`src/rtl/ctrl_pkg.sv`:
```
// Shared encodings for the multicycle control unit: opcodes, ALU commands,
// branch types and the FSM state enum.
package ctrl_pkg;

  localparam logic [5:0] OP_NOP  = 6'b000000;
  localparam logic [5:0] OP_ADD  = 6'b000001;
  localparam logic [5:0] OP_SUB  = 6'b000011;
  localparam logic [5:0] OP_AND  = 6'b000101;
  localparam logic [5:0] OP_OR   = 6'b000110;
  localparam logic [5:0] OP_NOR  = 6'b000111;
  localparam logic [5:0] OP_XOR  = 6'b001000;
  localparam logic [5:0] OP_SLA  = 6'b001001;
  localparam logic [5:0] OP_SLL  = 6'b001010;
  localparam logic [5:0] OP_SRA  = 6'b001011;
  localparam logic [5:0] OP_SRL  = 6'b001100;
  localparam logic [5:0] OP_ADDI = 6'b100000;
  localparam logic [5:0] OP_SUBI = 6'b100001;
  localparam logic [5:0] OP_LD   = 6'b100100;
  localparam logic [5:0] OP_ST   = 6'b100101;
  localparam logic [5:0] OP_BEZ  = 6'b101000;
  localparam logic [5:0] OP_BNE  = 6'b101001;
  localparam logic [5:0] OP_JMP  = 6'b101010;

  localparam logic [3:0] CMD_ADD = 4'b0000;
  localparam logic [3:0] CMD_SUB = 4'b0010;
  localparam logic [3:0] CMD_AND = 4'b0100;
  localparam logic [3:0] CMD_OR  = 4'b0101;
  localparam logic [3:0] CMD_NOR = 4'b0110;
  localparam logic [3:0] CMD_XOR = 4'b0111;
  localparam logic [3:0] CMD_SHL = 4'b1000;
  localparam logic [3:0] CMD_SRA = 4'b1001;
  localparam logic [3:0] CMD_SRL = 4'b1010;

  localparam logic [1:0] BR_NONE = 2'b00;
  localparam logic [1:0] BR_BEZ  = 2'b01;
  localparam logic [1:0] BR_BNE  = 2'b10;
  localparam logic [1:0] BR_JMP  = 2'b11;

  typedef enum logic [2:0] {
    FETCH  = 3'd0,
    DECODE = 3'd1,
    EXEC   = 3'd2,
    MEM    = 3'd3,
    WB     = 3'd4
  } state_t;

endpackage

```
`src/rtl/instr_decoder.sv`:
```
// Combinational opcode decoder: ALU command, operand selects, branch type
// and instruction class. Unknown opcodes decode to all-zero with legal=0.
module instr_decoder
  import ctrl_pkg::*;
#(
  parameter int unsigned OPCODE_W = 6,
  parameter int unsigned CMD_W    = 4
) (
  input  logic [OPCODE_W-1:0] opcode,
  output logic [CMD_W-1:0]    exec_cmd,
  output logic                is_imm,
  output logic                single_src,
  output logic [1:0]          branch_type,
  output logic                is_ld,
  output logic                is_st,
  output logic                is_alu,
  output logic                legal
);

  logic       hi_zero;
  logic [3:0] cmd;
  logic       known;

  // Bits above the 6-bit opcode field must be clear for a legal opcode
  if (OPCODE_W > 6) begin : g_hi
    assign hi_zero = ~|opcode[OPCODE_W-1:6];
  end else begin : g_nohi
    assign hi_zero = 1'b1;
  end

  // Opcode table lookup
  always_comb begin
    cmd         = CMD_ADD;
    is_imm      = 1'b0;
    single_src  = 1'b0;
    branch_type = BR_NONE;
    is_ld       = 1'b0;
    is_st       = 1'b0;
    is_alu      = 1'b0;
    known       = 1'b1;
    unique case (opcode[5:0])
      OP_NOP:  ;
      OP_ADD:  is_alu = 1'b1;
      OP_SUB:  begin cmd = CMD_SUB; is_alu = 1'b1; end
      OP_AND:  begin cmd = CMD_AND; is_alu = 1'b1; end
      OP_OR:   begin cmd = CMD_OR;  is_alu = 1'b1; end
      OP_NOR:  begin cmd = CMD_NOR; is_alu = 1'b1; end
      OP_XOR:  begin cmd = CMD_XOR; is_alu = 1'b1; end
      OP_SLA,
      OP_SLL:  begin cmd = CMD_SHL; is_alu = 1'b1; single_src = 1'b1; end
      OP_SRA:  begin cmd = CMD_SRA; is_alu = 1'b1; single_src = 1'b1; end
      OP_SRL:  begin cmd = CMD_SRL; is_alu = 1'b1; single_src = 1'b1; end
      OP_ADDI: begin is_alu = 1'b1; is_imm = 1'b1; end
      OP_SUBI: begin cmd = CMD_SUB; is_alu = 1'b1; is_imm = 1'b1; end
      OP_LD:   begin is_ld = 1'b1; is_imm = 1'b1; end
      OP_ST:   begin is_st = 1'b1; is_imm = 1'b1; end
      OP_BEZ:  branch_type = BR_BEZ;
      OP_BNE:  branch_type = BR_BNE;
      OP_JMP:  branch_type = BR_JMP;
      default: known = 1'b0;
    endcase
    legal = known & hi_zero;
    if (!legal) begin
      cmd         = CMD_ADD;
      is_imm      = 1'b0;
      single_src  = 1'b0;
      branch_type = BR_NONE;
      is_ld       = 1'b0;
      is_st       = 1'b0;
      is_alu      = 1'b0;
    end
    exec_cmd = CMD_W'(cmd);
  end

endmodule

```
`src/rtl/multicycle_ctrl.sv`:
```
// Multicycle MIPS sequencing control: FETCH/DECODE/EXEC/MEM/WB FSM with a
// memory ready handshake, branch qualification, sticky error flags and a
// retired-instruction counter.
module multicycle_ctrl
  import ctrl_pkg::*;
#(
  parameter int unsigned OPCODE_W    = 6,
  parameter int unsigned CMD_W       = 4,
  parameter int unsigned CNT_W       = 32,
  parameter int unsigned MEM_TIMEOUT = 0
) (
  input  logic                clk,
  input  logic                rst,
  input  logic                en,
  input  logic [OPCODE_W-1:0] opcode,
  input  logic                mem_ready,
  input  logic                br_cond,
  output logic [2:0]          state,
  output logic                iord,
  output logic                mem_r_en,
  output logic                mem_w_en,
  output logic                ir_write,
  output logic                pc_write,
  output logic                pc_src,
  output logic [CMD_W-1:0]    exec_cmd,
  output logic                is_imm,
  output logic                single_src,
  output logic [1:0]          branch_type,
  output logic                wb_en,
  output logic                illegal_op,
  output logic                bus_err,
  output logic [CNT_W-1:0]    retired
);

  localparam int unsigned WAIT_W  = (MEM_TIMEOUT > 1) ? $clog2(MEM_TIMEOUT) : 1;
  localparam int unsigned TO_LAST = (MEM_TIMEOUT > 0) ? MEM_TIMEOUT - 1 : 0;

  state_t            cur;
  logic              ld_q;
  logic              st_q;
  logic [WAIT_W-1:0] wait_cnt;

  logic [CMD_W-1:0]  dec_cmd;
  logic              dec_imm;
  logic              dec_single;
  logic [1:0]        dec_branch;
  logic              dec_ld;
  logic              dec_st;
  logic              dec_alu;
  logic              dec_legal;
  logic              dec_nop;

  logic              mem_wait;
  logic              timeout;
  logic              retire;

  instr_decoder #(
    .OPCODE_W (OPCODE_W),
    .CMD_W    (CMD_W)
  ) u_dec (
    .opcode      (opcode),
    .exec_cmd    (dec_cmd),
    .is_imm      (dec_imm),
    .single_src  (dec_single),
    .branch_type (dec_branch),
    .is_ld       (dec_ld),
    .is_st       (dec_st),
    .is_alu      (dec_alu),
    .legal       (dec_legal)
  );

  assign dec_nop = dec_legal & ~dec_alu & ~dec_ld & ~dec_st & (dec_branch == BR_NONE);
  assign state   = cur;

  // Wait-cycle detection, timeout and retire qualification
  always_comb begin
    mem_wait = ((cur == FETCH) && en && !mem_ready) || ((cur == MEM) && !mem_ready);
    timeout  = (MEM_TIMEOUT != 0) && mem_wait && (wait_cnt == WAIT_W'(TO_LAST));
    retire   = 1'b0;
    case (cur)
      DECODE:  retire = !dec_legal || dec_nop;
      EXEC:    retire = (branch_type != BR_NONE);
      MEM:     retire = mem_ready && st_q;
      WB:      retire = 1'b1;
      default: retire = 1'b0;
    endcase
  end

  // Strobes decode from the registered state so zero-wait memory completes in one cycle
  always_comb begin
    iord     = 1'b0;
    mem_r_en = 1'b0;
    mem_w_en = 1'b0;
    ir_write = 1'b0;
    pc_write = 1'b0;
    pc_src   = 1'b0;
    wb_en    = 1'b0;
    case (cur)
      FETCH: begin
        if (en) begin
          mem_r_en = 1'b1;
          if (mem_ready) begin
            ir_write = 1'b1;
            pc_write = 1'b1;
          end
        end
      end
      EXEC: begin
        if (branch_type != BR_NONE) begin
          pc_write = (branch_type == BR_JMP) || br_cond;
          pc_src   = 1'b1;
        end
      end
      MEM: begin
        iord     = 1'b1;
        mem_r_en = ld_q;
        mem_w_en = st_q;
      end
      WB:      wb_en = 1'b1;
      default: ;
    endcase
  end

  // FSM, decoded-field registers, wait counter, sticky flags and retire counter
  always_ff @(posedge clk) begin
    if (rst) begin
      cur         <= FETCH;
      exec_cmd    <= '0;
      is_imm      <= 1'b0;
      single_src  <= 1'b0;
      branch_type <= BR_NONE;
      ld_q        <= 1'b0;
      st_q        <= 1'b0;
      illegal_op  <= 1'b0;
      bus_err     <= 1'b0;
      retired     <= '0;
      wait_cnt    <= '0;
    end else begin
      if (timeout) begin
        wait_cnt <= '0;
        bus_err  <= 1'b1;
      end else if (mem_wait) begin
        wait_cnt <= wait_cnt + 1'b1;
      end else begin
        wait_cnt <= '0;
      end

      if (retire) retired <= retired + 1'b1;

      case (cur)
        FETCH: if (en && mem_ready) cur <= DECODE;
        DECODE: begin
          exec_cmd    <= dec_cmd;
          is_imm      <= dec_imm;
          single_src  <= dec_single;
          branch_type <= dec_branch;
          ld_q        <= dec_ld;
          st_q        <= dec_st;
          if (!dec_legal) illegal_op <= 1'b1;
          cur <= (!dec_legal || dec_nop) ? FETCH : EXEC;
        end
        EXEC: begin
          if (branch_type != BR_NONE) cur <= FETCH;
          else if (ld_q || st_q)      cur <= MEM;
          else                        cur <= WB;
        end
        MEM: begin
          if (mem_ready)    cur <= ld_q ? WB : FETCH;
          else if (timeout) cur <= FETCH;
        end
        WB:      cur <= FETCH;
        default: cur <= FETCH;
      endcase
    end
  end

endmodule

```
`config.mk`:
```
export PLATFORM = sky130hd
export DESIGN_NAME = multicycle_ctrl
export DESIGN_NICKNAME = d
export VERILOG_FILES = /design/src/rtl/ctrl_pkg.sv /design/src/rtl/instr_decoder.sv /design/src/rtl/multicycle_ctrl.sv
export SDC_FILE = /design/constraint.sdc
export NUM_CORES = 1
export LEC_CHECK = 0
export BUFFER_PORTS_ARGS = -buffer_cell sky130_fd_sc_hd__buf_2
export CAP_MARGIN = 5
export CORE_ASPECT_RATIO = 1.1
export CORE_UTILIZATION = 40
export CTS_CLUSTER_DIAMETER = 120
export DETAILED_ROUTE_END_ITERATION = 8
export GPL_TIMING_DRIVEN = 1
export PLACE_DENSITY = 0.72
export SYNTH_ARGS = -nofsm -noshare
export SYNTH_HDL_FRONTEND = slang
export SYNTH_SLANG_ARGS = --single-unit
```
`constraint.sdc`:
```
create_clock -name clk -period 2.4 [get_ports clk]
set_clock_uncertainty 0.05 [all_clocks]
set_input_delay 0.36 -clock clk [delete_from_list [all_inputs] [get_ports clk]]
set_output_delay 0.36 -clock clk [all_outputs]
set_load 0.05 [all_outputs]
```
## Word-level counts from Yosys, hierarchy flattened

Index checks and enable logic that the tools add are counted.

- Register bits: 46
- Bits in latches: 0
- Bits in writable memories: 0
- Memory bits (read-only): 0
- Input bits: 11
- Memories kept: 0

- Add/subtract/negate cells: 1
- Multipliers: 0
- Divide/modulo/power cells: 0
- Magnitude comparators: 0
- Equal/unequal tests: 24
- Shift operators: 0
- Muxes and demuxes: 35
- Bitwise logic cells: 8
- Reduce and logical (&&, ||, !) cells: 18

Operator list:

| cell | number |
|---|---|
| $eq A6 B6 Y1 const B | 7 |
| $add A32 B1 Y32 const B | 1 |
| $pmux W4 S8 | 1 |
| $eq A6 B4 Y1 const B | 5 |
| $mux W1 | 21 |
| $eq A6 B3 Y1 const B | 3 |
| $reduce_or A18 Y1 | 1 |
| $mux W3 | 5 |
| $pmux W3 S4 | 1 |
| $reduce_or A12 Y1 | 1 |
| $reduce_or A4 Y1 | 2 |
| $eq A3 B2 Y1 const B | 2 |
| $eq A6 B1 Y1 const B | 1 |
| $eq A6 B2 Y1 const B | 1 |
| $logic_not A6 Y1 | 1 |
| $pmux W2 S3 | 1 |
| $and A1 B1 Y1 | 4 |
| $mux W2 | 2 |
| $mux W4 | 1 |
| $not A1 Y1 | 4 |
| $pmux W1 S2 | 2 |
| $pmux W1 S4 | 1 |
| $reduce_and A2 Y1 | 2 |
| $reduce_or A2 Y1 | 2 |
| 11 further kinds | 14 |

## Depth between registers and ports, before layout

Gate-level depths: netlist (run 1).

- Depth after elaboration: 12
- Gate-level depth with buffers: 8
- Mapped depth without buffers: 6

## Cells and area by module

A second synthesis (run 1) with hierarchy kept.

- Cell total of the unflattened synthesis: 323
- Area total of the unflattened synthesis: 2676.3 sq um

By module, submodules not included:

| module | times used | cells an instance | area an instance (sq um) | sequential area each (sq um) |
|---|---|---|---|---|
| multicycle_ctrl | 1 | 276 | 2344.7 | 920.9 |
| instr_decoder | 1 | 47 | 331.6 | 0.0 |

## Least setup slack after synthesis (run 1)

No wires, ideal clock.

- Path kind: reg-to-reg
- From: register retired[3]
- To: register retired[28]
- Arrival: 2752 ps
- Required time: 2279 ps
- Path slack: -473 ps
- Stages on the path, launching flop included: 8
- Buffers on the path: 2
- Period minus slack after synthesis: 2873 ps
- Cell sequence: dfxtp_1 > nand4_1 > or4_1 > buf_2 > or4_4 > buf_6 > or4_1 > a21oi_1

- Cells in the longest elaborated chain, start to end: 1

RTL lines:

| what | line | RTL |
|---|---|---|
| from (decl) | multicycle_ctrl.sv:32 | `output logic [CNT_W-1:0] retired` |
| from (signal assigned) | multicycle_ctrl.sv:148 | `if (retire) retired <= retired + 1'b1;` |
| $add A32 B1 Y32 | multicycle_ctrl.sv:148 |  |

Every way passes these cells.
A chain may end at the register's enable or synchronous reset.

## Worst setup path in the final report (run 1)

- From: register retired[3]
- To: register retired[27]

Same word-level chain as after synthesis.

==> flow_metrics.py, run 1 <==
metrics = {
    "critical_path": {
        "worst-path-max-fanout": 8,
        "required_ns": 2.55,
        "critPathMaxStageDelay_ns": 0.52,
        "crit_path_start": "retired[3]$_SDFFE_PP0P_",
        "timing.critical_path.to_type": "register",
        "ff2ff_setup_slack_ns": 0.12,
        "critical_path.endpoint": "retired[27]$_SDFFE_PP0P_",
        "timing.setup.critical_path_class": "reg -> reg",
        "worst_setup_path_start_kind": "register",
        "r2r_cells": 7,
        "timing.critical_path.cells": "nand4_1 -> or4_1 -> or4_4 -> buf_12 -> a2111oi_4 -> xnor2_1 -> nor2_1",
        "regToRegEndpoint": "retired[27]$_SDFFE_PP0P_",
        "cpMaxStageDelayCell": "sky130_fd_sc_hd__or4_1",
        "worstPathArrival_ns": 2.43,
        "crit-reg2reg-launch": "retired[3]$_SDFFE_PP0P_",
    },
    "placement": {
        "preCtsSetupSlack_ns": 0.0903,
        "buffer_ports.inserted": 61,
        "gp_congestion": 0.877,
        "place_area_sq_um": 3180,
        "placed_cells_incl_taps": 458,
        "post-dp-hpwl_mm": 4.65,
    },
    "clocking": {
        "cts_num_sinks": 46,
        "cts_htree_levels": 2,
        "cts_buf_count": 5,
        "cts-hold-fix-buffers": 0,
        "path_clk_slew_ns": 0.09,
        "ctsLongestPathBuffers": 2,
        "cts_resized": 0,
        "worst_skew_pair.late_latency_ns": 0.31,
        "tritoncts": "built",
        "ctsRootBufferMaster": "sky130_fd_sc_hd__clkbuf_8",
    },
    "power": {
        "switching_part_of_the_total_power_pct": 23.9,
        "power-per-cell-area_nw_per_um2": 481,
        "power_frac_comb_pct": 9.7,
        "net_switching_mw": 0.384,
        "max-vdd-ir-drop_mv": 0.279,
        "standby_leakage_power_nw": 1.24,
        "internal_power_mw": 1.22,
        "sequential_power_share_pct": 47.4,
        "share_clk_of_total_power_pct": 42.9,
    },
    "synthesis": {
        "synth-edff-count": 0,
        "ys_types": 48,
        "synth-compound-area-share_pct": 21.5,
        "top_ff_cell_synth": "sky130_fd_sc_hd__dfxtp_1",
        "gate_count_post_synth": 311,
        "yosys.area_share.xor_xnor_pct": 9.13,
        "post_synth_mux_area_share_pct": 2.03,
        "synth_sequential_area_ratio_pct": 35.5,
        "asyncSetResetFlopFracSynth_pct": 0,
        "yosys_warnings": 0,
        "synth_adder_area_share_pct": 0.869,
        "avgSynthCellArea_sq_um": 8.33,
        "cell_area_synth_sq_um": 2590,
        "syn-num-nets": 323,
        "ys_ff_latch": 46,
        "synth-simple-area-share_pct": 26.0,
        "dominant_combinational_cell_family_by_area_after_synthesis": "simple AND/OR/NAND/NOR gates",
    },
    "finish": {
        "finish.net_count": 399,
        "fin_util_pct": 53.6,
        "final_non_filler_cell_total": 468,
        "final_layout_size_suffix_gt1_share_pct": 33.2,
        "layout.cells.most_common_list": "61 x sky130_fd_sc_hd__buf_2, 55 x sky130_fd_sc_hd__nor2_1, 29 x sky130_fd_sc_hd__dfxtp_1",
        "layout.cells.most_common": "sky130_fd_sc_hd__buf_2",
        "area_growth_syn_to_layout_pct": 28.8,
        "finish.instance_area_sq_um": 3340,
        "diodes": 0,
    },
    "sta": {
        "hold_vio_cnt_final": 0,
        "worst_slew_pin_slew_ns": 0.542,
        "setup_viol": 0,
        "timing.final.crit_share_pct": 95.2,
        "timing.final.ws_setup_ns": 0.116,
        "relSlewSlack_pct": 62.9,
        "setup_repair_after_global_routing_missed_its_margin": "no",
        "timing.final.crit_period_ns": 2.28,
        "slew_violations": 0,
        "max_freq_ghz": 0.438,
    },
    "route": {
        "ant_nets": 0,
        "route.detailed.vias_per_inst": 5.37,
        "route.detailed.wl_per_inst_microns": 13.5,
        "vias": 2511,
        "drt_iter0_drcs": 113,
        "drcViolationCount": 0,
        "firstDrtPassIters": 5,
        "detailed_route_wl_mm": 6.33,
    },
    "hold_path": {
        "hold_class": "in -> reg",
        "min_path_cells": 3,
    },
    "grt": {
        "initial_antenna_violation_count": 0,
        "track_usage_pct": 20.0,
        "first_global_vias": 2373,
        "global_route_wire_length_before_repair_mm": 10.9,
        "grt_start_max_net_pins": 37,
        "grt_overflow_total": 0,
    },
    "die": {
        "design.core.area_sq_um": 6230,
        "die_h_microns": 86.4,
        "num_rows": 30,
        "die-area_sq_um": 6800,
        "die_x_microns": 78.7,
        "floorplan.initialDensity_pct": 41.6,
        "top_level_ports": 63,
    },
    "flow_run": {
        "drv.max_cap_violation_count": 0,
    },
    "outcome": {
        "status": "finished clean",
    },
}
==> cells in the mapped netlist, types with 6 or more instances <==
cell | n | area share, %
sky130_fd_sc_hd__a2111oi_0 | 8 | 2.7
sky130_fd_sc_hd__a2111oi_4 | 7 | 7.4
sky130_fd_sc_hd__a211oi_1 | 9 | 2.6
sky130_fd_sc_hd__a21oi_1 | 16 | 3.1
sky130_fd_sc_hd__clkbuf_1 | 14 | 2.0
sky130_fd_sc_hd__dfxtp_1 | 46 | 36
sky130_fd_sc_hd__inv_1 | 6 | 0.87
sky130_fd_sc_hd__nand2_1 | 26 | 3.8
sky130_fd_sc_hd__nand3_1 | 17 | 3.3
sky130_fd_sc_hd__nand4_1 | 6 | 1.4
sky130_fd_sc_hd__nor2_1 | 56 | 8.1
sky130_fd_sc_hd__o21ai_0 | 7 | 1.4
sky130_fd_sc_hd__xnor2_1 | 27 | 9.1
==> worst max-delay path: cells and delay by family (launching register included) <==
kind | cells | cell delay [ns]
buf+inv | 1 | 0.17
flops | 1 | 0.39
simple gates | 4 | 1.19
compound gates | 1 | 0.21
xor+xnor | 1 | 0.16
==> sequential cells by signal, indices dropped and copies added (netlist names) <==
name         flops
ld_q             1
state            3
illegal_op       1
single_src       1
retired         32
st_q             1
is_imm           1
exec_cmd         4
branch_type      2
==> metal layers <==
layer | track usage, % | part of all wire [%] | vias up
met5 | 0 | 0 | -
met4 | 8.92 | 1.4 | 0
met3 | 2.74 | 4.4 | 6
met2 | 32.4 | 48 | 76
met1 | 26.4 | 46 | 1180
li1 | - | - | 1249
==> cell families (layout without fill, tap and decap cells) <==
group,Yosys count,after routing
buffers and inverters,28,105
muxes,5,5
adders and majority gates,2,2
AOI/OAI and AO/OA,62,62
and+or+nand+nor,140,140
xor gates and xnor gates,27,27
DFF,46,46
other,1,1
==> worst min-delay path by stage <==
stage	start	end
detailed placement	exec_cmd[3]$_SDFFE_PP0P_	exec_cmd[3]$_SDFFE_PP0P_
global route	mem_ready	state[2]$_SDFFE_PP0P_
finish	mem_ready	state[2]$_SDFFE_PP0P_
floorplan	ld_q$_SDFFE_PP0P_	state[2]$_SDFFE_PP0P_
CTS	mem_ready	state[2]$_SDFFE_PP0P_
global placement	single_src$_SDFFE_PP0P_	single_src$_SDFFE_PP0P_
==> area by class of cell <==
| type | instances | area (sq um) |
|---|---|---|
| clock buffer | 5 | 68.8 |
| clock inverter | 3 | 68.8 |
| fill | 611 | 2890 |
| inverter | 7 | 26.3 |
| multi-input combinational | 237 | 1570 |
| sequential | 46 | 970 |
| tap | 80 | 100 |
| timing repair buffer | 90 | 536 |
==> through the flow <==
| stage | hold slack (ns) | power [mW] | setup TNS [ns] |
|---|---|---|---|
| after CTS | 0.299 | 1.63 | 0 |
| after detailed placement | 0.396 | 0.934 | 0 |
| after global routing | 0.316 | 1.67 | 0 |
| final | 0.305 | 1.61 | 0 |
| after floorplan | 0.421 | 0.888 | -0.102 |
| after global placement | 0.391 | 0.931 | 0 |
==> power by group through the flow <==
stage	registers (mW)	clock network, mW	logic, mW
after floorplan	0.794	0	0.0932
after global placement	0.780	0	0.152
after detailed placement	0.780	0	0.155
after CTS	0.762	0.709	0.155
after global routing	0.763	0.736	0.169
final	0.762	0.689	0.155
==> what timing repair did <==
item	CTS	global route
setup buffers	0	2
endpoints found under the hold margin	0	0
setup endpoints to repair	0	3
Note: power is estimated with default switching activity, not from simulation.
==> run 2, diff against run 1 <==
CORE_MARGIN = 8   (was default)
CORE_UTILIZATION = 48   (was 40)
PLACE_DENSITY = 0.83   (was 0.72)
==> flow_metrics.py, run 2 (same netlist as run 1, synthesis figures left out) <==
metrics = {
    "critical_path": {
        "cpMaxStageDelayCell": "sky130_fd_sc_hd__or4_4",
        "cp_num_cells": 7,
        "critPathMaxStageDelay_ns": 0.52,
        "worst-path-max-fanout": 6,
        "timing.critical_path.to_type": "register",
        "timing.setup.critical_path_class": "reg -> reg",
        "worst_setup_path_start_kind": "register",
        "path_buf_inv": 1,
        "cp_top_family": "simple AND/OR/NAND/NOR gates",
        "timing.critical_path.cells": "nand4_1 -> or4_4 -> or4_4 -> buf_12 -> a2111oi_4 -> xnor2_1 -> nor2_1",
        "required_ns": 2.52,
        "r2r_cells": 7,
        "critPathMostFrequentCell": "sky130_fd_sc_hd__or4_4",
        "worstPathArrival_ns": 2.45,
    },
    "sta": {
        "setup_repair_after_global_routing_missed_its_margin": "yes",
        "hold_vio_cnt_final": 0,
        "setup_viol": 0,
        "relSlewSlack_pct": 63.5,
        "slew_violations": 0,
        "max_freq_ghz": 0.430,
        "timing.final.crit_share_pct": 96.9,
        "worst_slew_pin_slew_ns": 0.534,
        "timing.final.crit_period_ns": 2.33,
    },
    "finish": {
        "largest_register_ff_count": 32,
        "area_growth_syn_to_layout_pct": 25.7,
        "layout.cells.most_common_list": "61 x sky130_fd_sc_hd__buf_2, 55 x sky130_fd_sc_hd__nor2_1, 29 x sky130_fd_sc_hd__dfxtp_1",
        "finish.instance_area_sq_um": 3260,
        "finish.net_count": 394,
        "layout.cells.most_common": "sky130_fd_sc_hd__buf_2",
        "diodes": 0,
        "fin_util_pct": 61.6,
        "largest_register": "retired",
        "final_layout_size_suffix_gt1_share_pct": 32.6,
    },
    "clocking": {
        "tritoncts": "built",
        "worst_skew_pair.late_latency_ns": 0.30,
        "cts_htree_levels": 2,
        "cts_buf_count": 5,
        "path_clk_slew_ns": 0.08,
        "ctsLongestPathBuffers": 2,
        "cts_num_sinks": 46,
        "ctsRootBufferMaster": "sky130_fd_sc_hd__clkbuf_8",
    },
    "power": {
        "internal_power_mw": 1.04,
        "switching_part_of_the_total_power_pct": 25.9,
        "share_clk_of_total_power_pct": 34.3,
        "power_frac_comb_pct": 11.3,
        "power-per-cell-area_nw_per_um2": 431,
        "max-vdd-ir-drop_mv": 0.253,
        "sequential_power_share_pct": 54.3,
        "net_switching_mw": 0.363,
        "standby_leakage_power_nw": 1.20,
    },
    "route": {
        "route.detailed.wl_per_inst_microns": 14.7,
        "route.detailed.vias_per_inst": 5.46,
        "detailed_route_wl_mm": 6.73,
        "ant_nets": 0,
        "vias": 2501,
        "drcViolationCount": 0,
        "drt_iter0_drcs": 137,
        "firstDrtPassIters": 4,
    },
    "grt": {
        "global_route_wire_length_before_repair_mm": 11.2,
        "track_usage_pct": 17.0,
        "grt_start_max_net_pins": 32,
        "grt_overflow_total": 0,
        "initial_antenna_violation_count": 0,
        "first_global_vias": 2401,
    },
    "die": {
        "die-area_sq_um": 8010,
        "floorplan.initialDensity_pct": 49.0,
        "design.core.area_sq_um": 5290,
        "die_x_microns": 86.1,
        "top_level_ports": 63,
        "die_h_microns": 93.1,
        "num_rows": 28,
    },
    "outcome": {
        "status": "finished clean",
    },
    "hold_path": {
        "hold_class": "in -> reg",
        "min_path_cells": 3,
    },
    "flow_run": {
        "drv.max_cap_violation_count": 0,
    },
    "placement": {
        "place_area_sq_um": 3140,
        "gp_congestion": 0.858,
        "buffer_ports.inserted": 61,
        "post-dp-hpwl_mm": 5.12,
    },
}
run 2: repair_timing:
action	in CTS	in global routing
hold buffers	0	0
setup endpoints to repair	0	9
buffers inserted	0	2
gates resized for setup	0	2
run 2: power groups by stage:
stage	sequential, mW	clock (mW)	combinational, mW
2_1_floorplan	0.794	0	0.0932
3_5_place_dp	0.780	0	0.158
4_1_cts	0.762	0.497	0.159
3_3_place_gp	0.779	0	0.156
6_report	0.762	0.482	0.159
5_1_grt	0.763	0.525	0.171
run 2: worst register-to-register path: stages (launching register included):
cell and delay (ns):
sky130_fd_sc_hd__dfxtp_4 0.36, sky130_fd_sc_hd__nand4_1 0.15, sky130_fd_sc_hd__or4_4 0.52, sky130_fd_sc_hd__or4_4 0.49, sky130_fd_sc_hd__buf_12 0.18, sky130_fd_sc_hd__a2111oi_4 0.22
sky130_fd_sc_hd__xnor2_1 0.17, sky130_fd_sc_hd__nor2_1 0.06
run 2: per-layer routing:
metal | global-route usage [%] | part of all wire (%)
met4 | 7.02 | 1.3
met2 | 29.2 | 51
met5 | 0 | 0
met1 | 19.9 | 43
met3 | 3.77 | 4.7
run 2: path summary, 6_finish.rpt:
| path | slack (ns) | to | startpoint |
|---|---|---|---|
| worst max register to register | 0.07 | retired[27]$_SDFFE_PP0P_ | retired[6]$_SDFFE_PP0P_ |
| worst min-delay path | 0.32 | state[2]$_SDFFE_PP0P_ | mem_ready |
| worst min register to register | 0.41 | single_src$_SDFFE_PP0P_ | single_src$_SDFFE_PP0P_ |
| worst max-delay path | 0.07 | retired[27]$_SDFFE_PP0P_ | retired[6]$_SDFFE_PP0P_ |
run 2: final cells by class:
class	instances	area, sq um
fillers	478	2030
multi-input cells	237	1580
flip-flops and latches	46	970
repair buffers	85	498
well taps	75	93.8
clock buffers	7	86.3
inverters	7	26.3
clock inverters	1	5.00
run 2: stage by stage:
stage	total power, mW	hold slack (ns)	setup TNS [ns]	worst slack (ns)	instances
2_1_floorplan	0.888	0.421	-0.102	-0.102	311
3_3_place_gp	0.935	0.391	0	0.0422	448
3_5_place_dp	0.938	0.401	-0.0423	-0.0263	448
4_1_cts	1.42	0.311	0	0.0194	456
5_1_grt	1.46	0.332	-0.122	-0.0291	458
6_report	1.40	0.315	0	0.0735	458
==> run 3, diff against run 2 <==
CORE_UTILIZATION = 47   (was 48)
MAX_ROUTING_LAYER = met4   (was default)
PLACE_DENSITY = 0.81   (was 0.83)
RECOVER_POWER = 25   (was default)
==> flow_metrics.py, run 3 (same netlist as run 1, synthesis figures left out) <==
metrics = {
    "grt": {
        "first_global_vias": 2509,
        "global_route_wire_length_before_repair_mm": 11.2,
        "track_usage_pct": 17.0,
        "grt_overflow_total": 0,
        "initial_antenna_violation_count": 0,
        "grt_start_max_net_pins": 36,
    },
    "sta": {
        "hold_vio_cnt_final": 0,
        "timing.final.ws_setup_ns": 0.0773,
        "timing.final.crit_share_pct": 96.8,
        "setup_viol": 0,
        "relSlewSlack_pct": 58.4,
        "max_freq_ghz": 0.431,
        "worst_slew_pin_slew_ns": 0.624,
        "setup_repair_after_global_routing_missed_its_margin": "yes",
        "final_setup_tns_ns": 0,
        "slew_violations": 0,
        "hold_ws_ns": 0.311,
        "timing.final.crit_period_ns": 2.32,
    },
    "die": {
        "die_h_microns": 93.9,
        "die-area_sq_um": 8150,
        "top_level_ports": 63,
        "num_rows": 28,
        "die_x_microns": 86.8,
        "design.core.area_sq_um": 5360,
        "floorplan.initialDensity_pct": 48.3,
    },
    "finish": {
        "finish.net_count": 401,
        "final_layout_size_suffix_gt1_share_pct": 29.0,
        "final_non_filler_cell_total": 465,
        "fin_util_pct": 62.3,
        "sequential_cell_area_sq_um": 970,
        "multi_input_comb_area_sq_um": 1590,
        "finish.instance_area_sq_um": 3340,
        "fillCellCount": 487,
        "largest_register_ff_count": 32,
        "largest_register": "retired",
        "diodes": 0,
        "layout.cells.most_common_list": "55 x sky130_fd_sc_hd__nor2_1, 41 x sky130_fd_sc_hd__buf_2, 29 x sky130_fd_sc_hd__dfxtp_1, 29 x sky130_fd_sc_hd__buf_4, 27 x sky130_fd_sc_hd__xnor2_1",
        "area_growth_syn_to_layout_pct": 28.8,
        "layout.cells.most_common": "sky130_fd_sc_hd__nor2_1",
    },
    "placement": {
        "gp_congestion": 0.843,
        "post-dp-hpwl_mm": 4.91,
        "buffer_ports.inserted": 61,
        "preCtsSetupSlack_ns": -0.146,
        "place_area_sq_um": 3170,
        "placed_cells_incl_taps": 452,
    },
    "route": {
        "route.detailed.wl_per_inst_microns": 14.2,
        "detailed_route_wl_mm": 6.62,
        "drt_iter0_drcs": 102,
        "route.detailed.vias_per_inst": 5.41,
        "firstDrtPassIters": 4,
        "ant_nets": 0,
        "vias": 2516,
        "drcViolationCount": 0,
    },
    "critical_path": {
        "required_ns": 2.52,
        "timing.critical_path.to_type": "register",
        "worst-path-max-fanout": 7,
        "worstPathArrival_ns": 2.45,
        "worst_setup_path_start_kind": "register",
        "timing.setup.critical_path_class": "reg -> reg",
    },
    "power": {
        "max-vdd-ir-drop_mv": 0.278,
        "design_power_total_mw": 1.60,
        "power_frac_comb_pct": 10.1,
        "sequential_power_share_pct": 47.5,
        "switching_part_of_the_total_power_pct": 23.7,
        "power-per-cell-area_nw_per_um2": 480,
        "internal_power_mw": 1.22,
        "net_switching_mw": 0.381,
        "standby_leakage_power_nw": 1.16,
        "share_clk_of_total_power_pct": 42.4,
    },
    "clocking": {
        "worst_skew_pair.late_latency_ns": 0.30,
        "cts_htree_levels": 2,
        "cts_num_sinks": 46,
        "path_clk_slew_ns": 0.09,
        "ctsLongestPathBuffers": 2,
        "tritoncts": "built",
        "cts-hold-fix-buffers": 0,
        "ctsRootBufferMaster": "sky130_fd_sc_hd__clkbuf_8",
        "cts_buf_count": 5,
    },
    "hold_path": {
        "hold_class": "in -> reg",
    },
    "flow_run": {
        "drv.max_cap_violation_count": 0,
    },
    "outcome": {
        "status": "finished clean",
    },
}
[run 3: power groups by stage]
stage | Clock (mW) | Sequential [mW] | Combinational [mW]
4_1_cts | 0.694 | 0.761 | 0.161
6_report | 0.680 | 0.762 | 0.161
5_1_grt | 0.713 | 0.763 | 0.177
3_3_place_gp | 0 | 0.779 | 0.157
3_5_place_dp | 0 | 0.779 | 0.160
2_1_floorplan | 0 | 0.794 | 0.0932
[run 3: area by class of cell]
cell class	instances	share of cell area, %
clock buffers	5	2.06
clock inverters	3	1.91
inverters	7	0.787
multi-input cells	237	47.5
flip-flops and latches	46	29.0
well taps	75	2.81
repair buffers	92	15.9
[run 3: path summary, 6_finish.rpt]
check                          start                       end  slack [ns]  cells past startpoint
max          retired[3]$_SDFFE_PP0P_  retired[31]$_SDFFE_PP0P_        0.08                      7
min                        mem_ready     state[2]$_SDFFE_PP0P_        0.31                      3
max reg2reg  retired[3]$_SDFFE_PP0P_  retired[31]$_SDFFE_PP0P_        0.08                      7
min reg2reg  single_src$_SDFFE_PP0P_   single_src$_SDFFE_PP0P_        0.42                      2
[run 3: worst max-delay path: stages, from the launching register on]
cell	delay, ns
sky130_fd_sc_hd__dfxtp_4	0.38
sky130_fd_sc_hd__nand4_1	0.16
sky130_fd_sc_hd__or4_4	0.55
sky130_fd_sc_hd__or4_4	0.46
sky130_fd_sc_hd__buf_6	0.17
sky130_fd_sc_hd__a2111oi_4	0.21
sky130_fd_sc_hd__xnor2_1	0.16
sky130_fd_sc_hd__nor2_1	0.05
[run 3: metal layers]
metal / up-vias / GRT usage, % / wire length (microns)
met4: 0 / 5.89 / 96
met5: - / - / 0
li1: 1258 / - / -
met2: 55 / 31.1 / 3510
met1: 1196 / 17.5 / 2730
met3: 7 / 3.50 / 287
[run 3: what timing repair did]
item	CTS	global route
buffers inserted	0	5
endpoints found under the setup margin	5	16
resized for setup	1	7
pin swaps	0	1
